**config.mk**
```make
export PLATFORM = sky130hd
export DESIGN_NAME = mem_port_arbiter_flat
export DESIGN_NICKNAME = d
export VERILOG_FILES = /design/src/rtl/mem_port_arbiter_if.sv /design/src/rtl/mem_port_arbiter.sv /design/src/flat_wrapper.sv
export SDC_FILE = /design/constraint.sdc
export NUM_CORES = 1
export LEC_CHECK = 0
export ABC_AREA = 1
export ABC_CLOCK_PERIOD_IN_PS = 3100
export CAP_MARGIN = 20
export CELL_PAD_IN_SITES_DETAIL_PLACEMENT = 0
export CELL_PAD_IN_SITES_GLOBAL_PLACEMENT = 1
export CORE_AREA = 2 2 159 161
export DETAILED_ROUTE_END_ITERATION = 12
export DIE_AREA = 0 0 161 163
export PLACE_DENSITY_LB_ADDON = 0.15
export SLEW_MARGIN = 20
export SYNTH_ARGS = -nofsm -noshare
export SYNTH_HDL_FRONTEND = slang
export SYNTH_SLANG_ARGS = --single-unit
```
**constraint.sdc**
```tcl
create_clock -name clk -period 3.1 [get_ports clk]
set_input_delay 0.93 -clock clk [delete_from_list [all_inputs] [get_ports clk]]
set_output_delay 0.93 -clock clk [all_outputs]
set_load 0.05 [all_outputs]
```
**src/rtl/mem_port_arbiter_if.sv**
```systemverilog
// Bundle of the fetch, load/store and memory-bus handshakes around mem_port_arbiter.
// The master modport is the arbiter's view; slave is the requesters' and memory's view.
interface mem_port_arbiter_if #(
  parameter int unsigned ADDR_W = 32,
  parameter int unsigned DATA_W = 64
);
  logic                  i_req_valid;
  logic                  i_req_ready;
  logic [ADDR_W-1:0]     i_addr;
  logic                  i_flush;
  logic                  i_resp_valid;
  logic [31:0]           i_resp_data;

  logic                  d_req_valid;
  logic                  d_req_ready;
  logic [ADDR_W-1:0]     d_addr;
  logic                  d_wen;
  logic [DATA_W/8-1:0]   d_wstrb;
  logic [DATA_W-1:0]     d_wdata;
  logic                  d_resp_valid;
  logic [DATA_W-1:0]     d_resp_data;

  logic                  m_req_valid;
  logic                  m_req_ready;
  logic [ADDR_W-1:0]     m_addr;
  logic                  m_wen;
  logic [DATA_W/8-1:0]   m_wstrb;
  logic [DATA_W-1:0]     m_wdata;
  logic                  m_resp_valid;
  logic [DATA_W-1:0]     m_resp_data;

  modport master (
    input  i_req_valid, i_addr, i_flush,
    output i_req_ready, i_resp_valid, i_resp_data,
    input  d_req_valid, d_addr, d_wen, d_wstrb, d_wdata,
    output d_req_ready, d_resp_valid, d_resp_data,
    output m_req_valid, m_addr, m_wen, m_wstrb, m_wdata,
    input  m_req_ready, m_resp_valid, m_resp_data
  );

  modport slave (
    output i_req_valid, i_addr, i_flush,
    input  i_req_ready, i_resp_valid, i_resp_data,
    output d_req_valid, d_addr, d_wen, d_wstrb, d_wdata,
    input  d_req_ready, d_resp_valid, d_resp_data,
    input  m_req_valid, m_addr, m_wen, m_wstrb, m_wdata,
    output m_req_ready, m_resp_valid, m_resp_data
  );
endinterface

```
**src/rtl/mem_port_arbiter.sv**
```systemverilog
// Shares one SRAM-style memory port between instruction fetch (read-only) and load/store.
// D has fixed priority, I is forced through after STARVE_LIMIT consecutive losses.
module mem_port_arbiter #(
  parameter int unsigned ADDR_W       = 32,
  parameter int unsigned DATA_W       = 64,
  parameter int unsigned STARVE_LIMIT = 4
) (
  input logic                 clk,
  input logic                 reset,
  mem_port_arbiter_if.master  bus
);

  typedef enum logic [1:0] {StIdle, StReq, StResp} state_e;

  localparam logic [3:0] StarveLim = 4'(STARVE_LIMIT);

  state_e                state_q;
  logic                  owner_d_q;
  logic                  kill_q;
  logic [3:0]            starve_q;
  logic                  m_req_valid_q;
  logic [ADDR_W-1:0]     m_addr_q;
  logic                  m_wen_q;
  logic [DATA_W/8-1:0]   m_wstrb_q;
  logic [DATA_W-1:0]     m_wdata_q;

  logic i_ok, d_win, grant_i, grant_d, resp_fire, i_kill_now;

  always_comb begin
    // A fetch being redirected this cycle is treated as not requesting.
    i_ok       = bus.i_req_valid & ~bus.i_flush;
    d_win      = bus.d_req_valid & ((starve_q < StarveLim) | ~i_ok);
    grant_d    = ~reset & (state_q == StIdle) & d_win;
    grant_i    = ~reset & (state_q == StIdle) & ~d_win & i_ok;
    resp_fire  = ~reset & (state_q == StResp) & bus.m_resp_valid;
    i_kill_now = bus.i_flush & ~owner_d_q;
  end

  assign bus.i_req_ready  = grant_i;
  assign bus.d_req_ready  = grant_d;
  assign bus.d_resp_valid = resp_fire & owner_d_q;
  assign bus.d_resp_data  = (resp_fire & owner_d_q) ? bus.m_resp_data : '0;
  assign bus.i_resp_valid = resp_fire & ~owner_d_q & ~kill_q & ~bus.i_flush;
  assign bus.i_resp_data  = (resp_fire & ~owner_d_q & ~kill_q & ~bus.i_flush) ?
                            bus.m_resp_data[31:0] : '0;

  assign bus.m_req_valid = m_req_valid_q;
  assign bus.m_addr      = m_addr_q;
  assign bus.m_wen       = m_wen_q;
  assign bus.m_wstrb     = m_wstrb_q;
  assign bus.m_wdata     = m_wdata_q;

  always_ff @(posedge clk) begin
    if (reset) begin
      state_q       <= StIdle;
      owner_d_q     <= 1'b0;
      kill_q        <= 1'b0;
      starve_q      <= '0;
      m_req_valid_q <= 1'b0;
      m_addr_q      <= '0;
      m_wen_q       <= 1'b0;
      m_wstrb_q     <= '0;
      m_wdata_q     <= '0;
    end else begin
      unique case (state_q)
        StIdle: begin
          if (grant_d) begin
            m_addr_q      <= bus.d_addr;
            m_wen_q       <= bus.d_wen;
            m_wstrb_q     <= bus.d_wstrb;
            m_wdata_q     <= bus.d_wdata;
            owner_d_q     <= 1'b1;
            kill_q        <= 1'b0;
            m_req_valid_q <= 1'b1;
            state_q       <= StReq;
            if (i_ok && starve_q != 4'hF) starve_q <= starve_q + 4'd1;
          end else if (grant_i) begin
            m_addr_q      <= bus.i_addr;
            m_wen_q       <= 1'b0;
            m_wstrb_q     <= '0;
            m_wdata_q     <= '0;
            owner_d_q     <= 1'b0;
            kill_q        <= 1'b0;
            m_req_valid_q <= 1'b1;
            state_q       <= StReq;
            starve_q      <= '0;
          end
        end
        StReq: begin
          if (i_kill_now) kill_q <= 1'b1;
          if (bus.m_req_ready) begin
            m_req_valid_q <= 1'b0;
            state_q       <= StResp;
          end
        end
        StResp: begin
          if (i_kill_now) kill_q <= 1'b1;
          if (bus.m_resp_valid) state_q <= StIdle;
        end
        default: state_q <= StIdle;
      endcase
    end
  end

endmodule

```
**src/flat_wrapper.sv**
```systemverilog
// flat-port wrapper written by rule: the top's interface ports become plain ports
module mem_port_arbiter_flat 
#(
  parameter int unsigned ADDR_W       = 32,
  parameter int unsigned DATA_W       = 64,
  parameter int unsigned STARVE_LIMIT = 4
)
  (clk, reset, bus_i_req_valid, bus_i_addr, bus_i_flush, bus_i_req_ready, bus_i_resp_valid, bus_i_resp_data, bus_d_req_valid, bus_d_addr, bus_d_wen, bus_d_wstrb, bus_d_wdata, bus_d_req_ready, bus_d_resp_valid, bus_d_resp_data, bus_m_req_valid, bus_m_addr, bus_m_wen, bus_m_wstrb, bus_m_wdata, bus_m_req_ready, bus_m_resp_valid, bus_m_resp_data);
  mem_port_arbiter_if #(.ADDR_W(ADDR_W), .DATA_W(DATA_W)) bus_i ();
  input logic clk;
  input logic reset;
  input wire logic [$bits(bus_i.i_req_valid)-1:0] bus_i_req_valid;
  input wire logic [$bits(bus_i.i_addr)-1:0] bus_i_addr;
  input wire logic [$bits(bus_i.i_flush)-1:0] bus_i_flush;
  output wire logic [$bits(bus_i.i_req_ready)-1:0] bus_i_req_ready;
  output wire logic [$bits(bus_i.i_resp_valid)-1:0] bus_i_resp_valid;
  output wire logic [$bits(bus_i.i_resp_data)-1:0] bus_i_resp_data;
  input wire logic [$bits(bus_i.d_req_valid)-1:0] bus_d_req_valid;
  input wire logic [$bits(bus_i.d_addr)-1:0] bus_d_addr;
  input wire logic [$bits(bus_i.d_wen)-1:0] bus_d_wen;
  input wire logic [$bits(bus_i.d_wstrb)-1:0] bus_d_wstrb;
  input wire logic [$bits(bus_i.d_wdata)-1:0] bus_d_wdata;
  output wire logic [$bits(bus_i.d_req_ready)-1:0] bus_d_req_ready;
  output wire logic [$bits(bus_i.d_resp_valid)-1:0] bus_d_resp_valid;
  output wire logic [$bits(bus_i.d_resp_data)-1:0] bus_d_resp_data;
  output wire logic [$bits(bus_i.m_req_valid)-1:0] bus_m_req_valid;
  output wire logic [$bits(bus_i.m_addr)-1:0] bus_m_addr;
  output wire logic [$bits(bus_i.m_wen)-1:0] bus_m_wen;
  output wire logic [$bits(bus_i.m_wstrb)-1:0] bus_m_wstrb;
  output wire logic [$bits(bus_i.m_wdata)-1:0] bus_m_wdata;
  input wire logic [$bits(bus_i.m_req_ready)-1:0] bus_m_req_ready;
  input wire logic [$bits(bus_i.m_resp_valid)-1:0] bus_m_resp_valid;
  input wire logic [$bits(bus_i.m_resp_data)-1:0] bus_m_resp_data;
  assign bus_i.i_req_valid = bus_i_req_valid;
  assign bus_i.i_addr = bus_i_addr;
  assign bus_i.i_flush = bus_i_flush;
  assign bus_i_req_ready = bus_i.i_req_ready;
  assign bus_i_resp_valid = bus_i.i_resp_valid;
  assign bus_i_resp_data = bus_i.i_resp_data;
  assign bus_i.d_req_valid = bus_d_req_valid;
  assign bus_i.d_addr = bus_d_addr;
  assign bus_i.d_wen = bus_d_wen;
  assign bus_i.d_wstrb = bus_d_wstrb;
  assign bus_i.d_wdata = bus_d_wdata;
  assign bus_d_req_ready = bus_i.d_req_ready;
  assign bus_d_resp_valid = bus_i.d_resp_valid;
  assign bus_d_resp_data = bus_i.d_resp_data;
  assign bus_m_req_valid = bus_i.m_req_valid;
  assign bus_m_addr = bus_i.m_addr;
  assign bus_m_wen = bus_i.m_wen;
  assign bus_m_wstrb = bus_i.m_wstrb;
  assign bus_m_wdata = bus_i.m_wdata;
  assign bus_i.m_req_ready = bus_m_req_ready;
  assign bus_i.m_resp_valid = bus_m_resp_valid;
  assign bus_i.m_resp_data = bus_m_resp_data;
  mem_port_arbiter #(.ADDR_W(ADDR_W), .DATA_W(DATA_W), .STARVE_LIMIT(STARVE_LIMIT)) u_core (.clk(clk), .reset(reset), .bus(bus_i));
endmodule
```
== Word-level counts from Yosys, hierarchy flattened ==
Index checks and enable logic that the tools add are counted.
Storage, ports and cells
  bits in registers: 114
  output and inout bits: 206
Cells by class
  add/sub/neg operators: 1
  $lt $le $gt $ge: 1
  equality and inequality tests: 8
  mux-type cells: 26
  bitwise operators: 20
  reductions and logical operators: 11
Operators with widths (count)
  $mux W64: 3
  $mux W32: 3
  $mux W8: 2
  $and A1 B1 Y1: 13
  $mux W4: 3
  $reduce_and A3 Y1: 4
  $mux W1: 8
  $mux W2: 4
  $not A1 Y1: 6
  $pmux W2 S3: 1
  $reduce_bool A2 Y1: 3
  $add A4 B1 Y4 const B: 1
  $lt A4 B3 Y1 const B: 1
  $ne A2 B1 Y1 const B: 2
  $ne A2 B2 Y1 const B: 2
  $ne A4 B4 Y1 const B: 1
  $pmux W1 S2: 2
  $ne A3 B3 Y1 const B: 1
  $eq A2 B1 Y1 const B: 1
  $eq A2 B2 Y1 const B: 1
  $logic_not A2 Y1: 1
  $reduce_and A2 Y1: 1
  $reduce_or A2 Y1: 1
  $logic_and A1 B1 Y1: 1
  $or A1 B1 Y1: 1

== Depth between registers and ports, before layout ==
  depth in word-level cells: 11
  depth in mapped cells: 11

== Worst setup path after synthesis ==
No wires, ideal clock.
  path type: input-to-output
  from: input reset
  to: output bus_i_resp_data[10]
  arrival time: 3.242 ns
  slack: -1.072 ns
  cell stages on the path: 7
  path buffers: 2
  cells stage by stage: buf_4 -> inv_1 -> nand3_1 -> nor4_2 -> inv_1 -> buf_2 -> nor2_1
Between the ends
  cells in the longest elaborated chain, start to end: 7
RTL lines
  from (decl): line flat_wrapper.sv:11  | input logic reset;
  $not A1 Y1: line mem_port_arbiter.sv:35  | resp_fire = ~reset & (state_q == StResp) & bus.m_resp_valid;
  $and A1 B1 Y1 (2 in series): line mem_port_arbiter.sv:35
  $and A1 B1 Y1 (3 in series)
  net bus_i_resp_valid: line flat_wrapper.sv:16  | output wire logic [$bits(bus_i.i_resp_valid)-1:0] bus_i_resp_valid;
  $mux W32: line mem_port_arbiter.sv:44  | assign bus.i_resp_data = (resp_fire & ~owner_d_q & ~kill_q & ~bus.i_flush) ?
  to (decl): line flat_wrapper.sv:17  | output wire logic [$bits(bus_i.i_resp_data)-1:0] bus_i_resp_data;
The timed path passes the listed nets, and every way through them passes these cells.

== Worst setup path in the final report ==
  from: input reset
  to: output bus_d_resp_data[46]
Between the ends
  cells in the longest elaborated chain, start to end: 5
RTL lines
  $not A1 Y1: line mem_port_arbiter.sv:35
  $and A1 B1 Y1 (2 in series): line mem_port_arbiter.sv:35
  $and A1 B1 Y1: line mem_port_arbiter.sv:42  | assign bus.d_resp_data = (resp_fire & owner_d_q) ? bus.m_resp_data : '0;
  $mux W64: line mem_port_arbiter.sv:42
  to (decl): line flat_wrapper.sv:25  | output wire logic [$bits(bus_i.d_resp_data)-1:0] bus_d_resp_data;
Every way passes these cells.

==> run metrics <==
Clk Latency, worst-skew pair 420 ps; DRT iter0 DRCs 225; initial antenna violation count 5; GRT Max-Usage Layer met2; CTS Buffer Depth 2; Final Power 5.98 mW; Total Routed Length 25.5 mm; critical-path cell list buf_6 -> clkinv_4 -> nand3_4 -> buf_6 -> nor2_4 -> clkinv_8 -> buf_12 -> buf_12 -> nor2_4 -> buf_12; Synth Cell Area 5230 um^2; Leak 4.73 nW; Std-Cell Rows 58; Synth area leader dfxtp_1; cts-stage hold buffer count 0; status complete, no violations; Async SR Flop Fraction 0%; met2 Usage GRT 33.3%; Setup WS pre-CTS -302 ps; top cells by area, synth dfxtp_1 44%, nor2_1 14%, a21oi_1 11%, nand3_1 7.6%, nand2_1 6.2%; Mapped Nets 990; GRT Total Usage 18.7%; DPL Wire Length 19.7 mm; final setup violation count 0; largest net degree at the start of global routing 69; H-tree levels 4; die area 26,200 um^2; Initial Util 21.2%; Crit Path Max Fanout 10; # DRC 0; IO Count 414; Final Hold Viols 0; antenna viol nets, final 0; first-pass GRT wire length 37.2 mm; period utilization 98.4%; GP Congestion 0.888; core region area 24,700 um^2; required time worst endpoint 2170 ps; placed insts 1,492; Root Buffer clkbuf_16; drt first pass iters 4; GRT overflow 0; non-filler cells, final 1,536; final critical-path setup slack 49.7 ps; Nets 1,404; Reg clk slew, reported paths 60 ps; WL/cell 16.6 um; GR Util met1 20.4%; slowest stage cell, crit path nor2_4; Post-synth EDFFs 0; most frequent cell after synthesis nor2_1; chip width 161 um; Yosys reg bits 114; M3 GR Usage 7.77%; Synth Flop Type dfxtp_1; Max VDD drop 0.343 mV; die height 163 um; Unique masters post-synth 22; Yosys warnings 0; WP buf/inv 7; Critical Path Start Type primary input; Max Fclk 328 MHz; Post-Synthesis Mean Instance Area 6.73 um^2; max-cap violations 0; post-DR vias/cell 4.24; Tmin final 3050 ps; Area Overhead vs Synth 136%; post-synth top area share 43.6%; Fill cells 2,388; hold_ws 450 ps; CTS Sinks 114; Fin Clk Skew 13.1 ps; kind of critical path primary input to primary output; endpoint class of the critical path primary output; Mapped Cells 777; vias in the first global route 6,192; CTS tree done; PwrDens 485 nW/um^2; cell mode on critical path buf_12; synth cell count leaders 197 x nor2_1, 114 x dfxtp_1, 113 x a21oi_1; HP Class flip-flop to flip-flop; worst-margin pin slew 793 ps; layout cell share with drive strength beyond 1 23.9%; register area share after synthesis 43.6%; Arr. time, crit path 2120 ps; slowest cell delay on critical path 180 ps; fin. max-slew vios 0; Rel. slew slack 47.1%; Crit path max-delay family buffers and inverters; CTS Buf Count 17; via count 6,515; PortBufs 413
report_power, final:
| part | total [mW] | internal (mW) | switching, mW |
|---|---|---|---|
| logic | 2.20 | 0.825 | 1.38 |
| registers | 1.75 | 1.66 | 0.0963 |
| clock network | 2.03 | 1.23 | 0.792 |
tightest hold or removal path, stage by stage (launching register included):
cell     delay, ps
dfxtp_1        300
inv_1           60
nor3_1          50
logic make-up (layout without fill, tap and decap cells):
kind of cell,after synthesis,in the layout,synth area share [%]
AO/OA/AOI/OAI,148,148,14.3
adder cells (fa/ha/maj),5,5,1.20
buffers and inverters,141,568,11.7
flip-flops,114,114,43.6
other,0,2,0
AND/OR/NAND/NOR,369,369,29.2
layout make-up:
type                       count  area [um^2]  area share [%]
antenna                        2         5.00          0.0405
multi-input combinational    522         3090            25.0
timing repair buffer         455         5630            45.6
tap                          330          413            3.35
clock buffer                  18          439            3.56
clock inverter                14          168            1.36
sequential                   114         2280            18.5
inverter                      81          322            2.61
flip-flops by register name (all words and copies together), names as in the netlist:
signal and flops:
u_core.bus.m_addr 32, u_core.bus.m_req_valid 1, u_core.bus.m_wdata 64, u_core.bus.m_wen 1, u_core.bus.m_wstrb 8, u_core.kill_q 1, u_core.owner_d_q 1, u_core.starve_q 4
u_core.state_q 2
timing repair:
| item | CTS | global route |
|---|---|---|
| resized for setup | 3 | 15 |
| setup buffers | 1 | 7 |
| setup endpoints to repair | 97 | 60 |
| pin swaps | 1 | 6 |
| cloned | 1 | 1 |
per-stage QoR:
step	TNS, ps	cell area, um^2	util [%]
2_1_floorplan	-13710	6080	-
3_3_place_gp	-20920	11600	46.9
3_5_place_dp	-22490	11600	46.9
4_1_cts	0	12200	49.5
5_1_grt	-163	12300	50.0
6_report	0	12300	50.0
path summary, 6_finish.rpt:
path,to,cells past startpoint,from,slack (ps)
setup / recovery,bus_d_resp_data[46],10,reset,50
hold / removal,u_core.starve_q[3],2,u_core.starve_q[3],450
setup reg to reg,u_core.bus.m_addr[16],11,u_core.state_q[1],1070
hold reg to reg,u_core.starve_q[3],2,u_core.starve_q[3],450
placed cells by master, fill, tap and decap left out, types with 3 or more instances in the layout:
cell               n
clkdlybuf4s50_1  310
dfxtp_1          114
a21oi_1          112
buf_12           109
nor2_1           100
nor2_4            94
nand2_1           86
nand3_1           78
inv_1             75
o21ai_0           29
buf_4             27
clkbuf_16         18
inv_6              5
inv_2              4
o21ai_1            4
ha_1               4
buf_6              4
clkinv_4           3
nor2_2             3
inv_8              3
layer usage:
metal	vias up	wire, um
met2	252	13000
met4	6	358
met1	2940	9910
met5	-	34
li1	3293	-
met3	24	2290
Note: power is estimated with default switching activity, not from simulation.
